[src/rtl/knn_vote.sv]
// rtl/knn_vote.sv - serial K-nearest-neighbour majority vote over a sorted label array
//
// Purpose: after distance_sort presents an ascending-sorted label array, latch the
// K nearest labels, build a per-class histogram one label per cycle, then scan the
// classes one per cycle to pick the winner (highest count; ties go to the class
// whose nearest member appears earliest).
//
// Ports:
//   clk                input   system clock, rising edge
//   rst                input   asynchronous reset, active low
//   valid_sort         input   sorted array valid; a rising edge starts one run
//   type_array_sorted  input   packed labels, element i at [i*TYPE_W +: TYPE_W]
//   class_out          output  winning class label (registered, held)
//   vote_count         output  votes held by class_out (registered, held)
//   valid_class        output  one-cycle pulse marking a fresh result
//   busy               output  high from start capture until DONE is left
module knn_vote #(
  parameter int L      = 5,
  parameter int TYPE_W = 3,
  parameter int K      = 5,
  parameter int CNT_W  = $clog2(K + 1)
) (
  input  logic                        clk,
  input  logic                        rst,
  input  logic                        valid_sort,
  input  logic [TYPE_W*(1<<L)-1:0]    type_array_sorted,
  output logic [TYPE_W-1:0]           class_out,
  output logic [CNT_W-1:0]            vote_count,
  output logic                        valid_class,
  output logic                        busy
);

  localparam int NC    = 1 << TYPE_W;
  // Index walks 0..K-1 while counting and 0..NC while scanning (NC = finalize step).
  localparam int IDX_W = ((L > TYPE_W) ? L : TYPE_W) + 1;

  typedef enum logic [1:0] {
    S_IDLE,
    S_COUNT,
    S_SCAN,
    S_DONE
  } state_t;

  state_t              state_q, state_d;
  logic                valid_sort_q;
  logic [IDX_W-1:0]    idx_q, idx_d;
  logic [TYPE_W-1:0]   buf_q   [K];
  logic [TYPE_W-1:0]   buf_d   [K];
  logic [CNT_W-1:0]    cnt_q   [NC];
  logic [CNT_W-1:0]    cnt_d   [NC];
  logic [CNT_W-1:0]    first_q [NC];
  logic [CNT_W-1:0]    first_d [NC];
  logic [TYPE_W-1:0]   best_cls_q, best_cls_d;
  logic [CNT_W-1:0]    best_cnt_q, best_cnt_d;
  logic [CNT_W-1:0]    best_first_q, best_first_d;
  logic [TYPE_W-1:0]   class_q, class_d;
  logic [CNT_W-1:0]    votes_q, votes_d;
  logic                valid_q, valid_d;
  logic                busy_q, busy_d;

  logic                start;
  logic [TYPE_W-1:0]   cur_type;
  logic [CNT_W-1:0]    scan_cnt;
  logic [CNT_W-1:0]    scan_first;

  // Elements K..N-1 are intentionally ignored.
  logic                unused_tail;
  assign unused_tail = ^type_array_sorted;

  assign start = (state_q == S_IDLE) && valid_sort && !valid_sort_q;

  always_comb begin
    state_d      = state_q;
    idx_d        = idx_q;
    buf_d        = buf_q;
    cnt_d        = cnt_q;
    first_d      = first_q;
    best_cls_d   = best_cls_q;
    best_cnt_d   = best_cnt_q;
    best_first_d = best_first_q;
    class_d      = class_q;
    votes_d      = votes_q;
    valid_d      = 1'b0;
    busy_d       = busy_q;
    cur_type     = '0;
    scan_cnt     = '0;
    scan_first   = '0;

    case (state_q)
      S_IDLE: begin
        if (start) begin
          for (int i = 0; i < K; i++) begin
            buf_d[i] = type_array_sorted[i*TYPE_W +: TYPE_W];
          end
          for (int c = 0; c < NC; c++) begin
            cnt_d[c]   = '0;
            first_d[c] = CNT_W'(K);  // K encodes "not seen yet"
          end
          best_cls_d   = '0;
          best_cnt_d   = '0;
          best_first_d = CNT_W'(K);
          idx_d        = '0;
          busy_d       = 1'b1;
          state_d      = S_COUNT;
        end
      end

      S_COUNT: begin
        for (int i = 0; i < K; i++) begin
          if (idx_q == IDX_W'(i)) cur_type = buf_q[i];
        end
        for (int c = 0; c < NC; c++) begin
          if (cur_type == TYPE_W'(c)) begin
            cnt_d[c] = cnt_q[c] + CNT_W'(1);
            if (first_q[c] == CNT_W'(K)) first_d[c] = CNT_W'(idx_q);
          end
        end
        if (idx_q == IDX_W'(K - 1)) begin
          idx_d   = '0;
          state_d = S_SCAN;
        end else begin
          idx_d = idx_q + IDX_W'(1);
        end
      end

      S_SCAN: begin
        if (idx_q == IDX_W'(NC)) begin
          // All classes examined: publish the running best.
          class_d = best_cls_q;
          votes_d = best_cnt_q;
          valid_d = 1'b1;
          state_d = S_DONE;
        end else begin
          scan_cnt   = cnt_q[idx_q[TYPE_W-1:0]];
          scan_first = first_q[idx_q[TYPE_W-1:0]];
          // Empty classes carry first==K, so they can never beat the initial best.
          if ((scan_cnt > best_cnt_q) ||
              ((scan_cnt == best_cnt_q) && (scan_first < best_first_q))) begin
            best_cls_d   = idx_q[TYPE_W-1:0];
            best_cnt_d   = scan_cnt;
            best_first_d = scan_first;
          end
          idx_d = idx_q + IDX_W'(1);
        end
      end

      S_DONE: begin
        busy_d  = 1'b0;
        state_d = S_IDLE;
      end

      default: begin
        state_d = S_IDLE;
      end
    endcase
  end

  always_ff @(posedge clk or negedge rst) begin
    if (!rst) begin
      state_q      <= S_IDLE;
      valid_sort_q <= 1'b0;
      idx_q        <= '0;
      for (int i = 0; i < K; i++) buf_q[i] <= '0;
      for (int c = 0; c < NC; c++) begin
        cnt_q[c]   <= '0;
        first_q[c] <= '0;
      end
      best_cls_q   <= '0;
      best_cnt_q   <= '0;
      best_first_q <= '0;
      class_q      <= '0;
      votes_q      <= '0;
      valid_q      <= 1'b0;
      busy_q       <= 1'b0;
    end else begin
      state_q      <= state_d;
      valid_sort_q <= valid_sort;
      idx_q        <= idx_d;
      buf_q        <= buf_d;
      cnt_q        <= cnt_d;
      first_q      <= first_d;
      best_cls_q   <= best_cls_d;
      best_cnt_q   <= best_cnt_d;
      best_first_q <= best_first_d;
      class_q      <= class_d;
      votes_q      <= votes_d;
      valid_q      <= valid_d;
      busy_q       <= busy_d;
    end
  end

  assign class_out   = class_q;
  assign vote_count  = votes_q;
  assign valid_class = valid_q;
  assign busy        = busy_q;

endmodule

[config.mk]
export PLATFORM = sky130hd
export DESIGN_NAME = knn_vote
export DESIGN_NICKNAME = d
export VERILOG_FILES = /design/src/rtl/knn_vote.sv
export SDC_FILE = /design/constraint.sdc
export NUM_CORES = 1
export LEC_CHECK = 0
export ABC_CLOCK_PERIOD_IN_PS = 4700
export BUFFER_PORTS_ARGS = -buffer_cell sky130_fd_sc_hd__buf_2
export CORE_MARGIN = 5
export CORE_UTILIZATION = 40
export CTS_CLUSTER_SIZE = 24
export DETAILED_ROUTE_END_ITERATION = 6
export PLACE_DENSITY_LB_ADDON = 0.3
export SLEW_MARGIN = 5
export SYNTH_ARGS = -nofsm -noshare
export SYNTH_HDL_FRONTEND = slang
export SYNTH_SLANG_ARGS = --single-unit
[constraint.sdc]
create_clock -name clk -period 4.7 [get_ports clk]
set_input_delay 0.94 -clock clk [delete_from_list [all_inputs] [get_ports clk]]
set_output_delay 0.94 -clock clk [all_outputs]
set_load 0.01 [all_outputs]
==> results.toml <==
[finish]
final_common_cell = "dfrtp_1"
layout_common_cells = "dfrtp_1, nand2_1, buf_2"
fin_area_sq_um = 5620
syn2layout_area_growth_pct = 11.7
fin_nets = 639
multi_input_area_sq_um = 2620
seqCellArea_sq_um = 2230
antenna_cells = 0
nFillCells = 1178
drive_gt1_share_pct = 18.1

[global_route]
grtUsageTotal_pct = 18.2
grt_pass1_wl_um = 21200
overflow = 0
grt_pass1_vias = 4193
antenna_found_initial = 0
grt_max_degree = 51

[clock_network]
root_buffer = "clkbuf_16"
postCtsSetupBuffers = 0
numClockSinks = 89
htreeDepth = 3
clockBufferDepth = 2
cts-buffers-inserted = 9
cts_resized = 0
cts_tree = "built"
clkLatencyLatePin_ps = 350
cts_hold_buffers = 0
clk_pin_slew_ps = 60

[logic_synthesis]
netlist_instances = 496
synthArstFlopShare_pct = 100
synth-main-ff-cell = "dfrtp_1"
syn_area_sq_um = 5030
ys_ff_latch = 89
synth_edf_count = 0
yosysWarnings = 0
synth_fp_nets = 616
syn_area_per_cell_sq_um = 10.2
yosysSeqAreaShare_pct = 44.2
ys_types = 61

[worst_setup_path]
crit_path_max_fanout = 13
ff2ff_path_depth = 8
crit_type = "reg -> reg"
timing.rr.start = "idx_q[0]$_DFFE_PN0P_"
reg2reg_to = "cnt_q[21]$_DFFE_PN0P_"
rrSetupSlack_ps = 1150
critPathLaunchType = "register"
cp-end-kind = "register"
required_ps = 4970
cp_data_arrival_time_ps = 3820

[die]
fp.dieArea_sq_um = 14900
num_rows = 41
die_h_um = 122
ioPinCount = 107
initial_core_util_pct = 40.4
core_sq_um = 12500
die_width_um = 122

[timing]
max_freq_mhz = 282
setup_viol = 0
grt_setup_unrepaired = "no"
finalSetupTns_ps = 0
finalCritPeriodShare_pct = 75.6
period_needed_ps = 3550
hold_viol = 0
worstMarginPinSlew_ps = 952
max-slew-margin-rel_pct = 35.9
fin_worst_skew_ps = 6.31
slew_violations = 0
setup_ws_ps = 1150
holdWs_ps = 466

[place]
placed_cell_area_sq_um = 5370
dp_worst_setup_slack_ps = 1210
dp_hpwl_um = 8600
gp_congestion = 0.818
port_buffers = 25

[route]
drc = 0
wl_per_cell_um = 18.0
drt_first_pass_iters = 5
vias = 4089
drt_iter0_drc = 397
totalWireLength_um = 12500
via_per_inst = 5.88
ant_nets = 0

[hold_path]
holdPathEnd = "vote_count[0]$_DFFE_PN0P_"
holdPathStages = 2
worstHoldStart = "vote_count[0]$_DFFE_PN0P_"
hold_class = "reg -> reg"

[power]
peakVddDrop_mv = 0.286
powerDensity_nw_per_um2 = 655
leakage_uw = 0.00246
finalPower_uw = 3680

[run]
maxCapViolations = 0

[outcome]
status = "finished, final reports clean"
-- kinds of logic after synthesis --
family,synth area share (%)
AOI/OAI and AO/OA,15.3
DFF,44.2
and+or+nand+nor,19.8
muxes,11.8
buffers and inverters,3.65
adders and majority gates,5.22
-- cell usage after synthesis, types with 3 or more instances --
cell	number	area share, %
dfrtp_1	89	44
a31o_2	4	0.70
nand3_1	19	1.9
a22o_1	4	0.70
o32a_1	3	0.60
clkbuf_1	21	1.6
nand2b_1	3	0.37
o22a_1	3	0.52
o211ai_1	7	1.0
and2_1	8	0.99
nand4b_1	4	0.70
inv_1	15	1.1
nor2b_1	8	0.99
a21o_1	10	1.5
nor4_1	5	0.62
and3_1	7	0.87
mux2_2	19	4.2
buf_2	3	0.30
a21oi_1	21	2.1
o21ai_0	17	1.7
nor4b_1	5	0.87
or3_1	4	0.50
o21a_1	3	0.45
o31ai_1	10	1.5
nand4_1	18	2.2
nor2_1	17	1.3
nand3b_1	8	1.2
ha_1	21	5.2
nor3_1	5	0.50
mux4_2	12	5.4
mux2i_1	11	2.2
nand2_1	73	5.4
-- registers in the layout, indices dropped and copies added (netlist names), 6 cells and up --
| name | flops |
|---|---|
| cnt_q | 24 |
| idx_q | 6 |
| first_q | 24 |
| buf_q | 15 |
-- metal layers --
metal,vias to the layer above,share of wire [%],track usage [%]
met5,-,0,0
met4,0,2.6,7.84
met3,32,5.0,3.34
met2,141,48,29.2
met1,2031,44,24.2
li1,1885,-,-
-- critical path, stage by stage, from the launching register on --
cell	delay (ps)
dfrtp_1	750
inv_1	230
ha_1	270
nor4b_1	190
and3_1	190
o311ai_1	540
nand2_1	520
or4_1	600
a21oi_1	150
-- metrics by stage --
step	std cells	util, %
2_1_floorplan	496	-
3_3_place_gp	680	43.0
3_5_place_dp	680	43.0
4_1_cts	696	45.1
5_1_grt	696	45.1
6_report	696	45.1
-- worst max-delay path by stage --
stage	start	end	slack, ps	depth (start not counted)
final	idx_q[0]$_DFFE_PN0P_	cnt_q[21]$_DFFE_PN0P_	1150	8
after global routing	idx_q[0]$_DFFE_PN0P_	cnt_q[21]$_DFFE_PN0P_	840	9
after CTS	idx_q[0]$_DFFE_PN0P_	cnt_q[21]$_DFFE_PN0P_	1190	8
after detailed placement	idx_q[0]$_DFFE_PN0P_	cnt_q[21]$_DFFE_PN0P_	1210	8
after global placement	idx_q[0]$_DFFE_PN0P_	cnt_q[21]$_DFFE_PN0P_	1240	8
after floorplan	idx_q[0]$_DFFE_PN0P_	best_cnt_q[1]$_DFFE_PN0P_	1390	11
-- final cells by class --
| class | instances | area share [%] |
|---|---|---|
| well taps | 172 | 3.83 |
| inverters | 16 | 1.07 |
| clock inverters | 4 | 0.356 |
| repair buffers | 40 | 4.27 |
| flip-flops and latches | 89 | 39.6 |
| clock buffers | 12 | 4.21 |
| multi-input cells | 363 | 46.7 |
-- power by group --
group	internal, uW	switching (uW)
sequential	1010	195
combinational	689	1150
clock	355	286
Power figures use the tool's default switching activity.
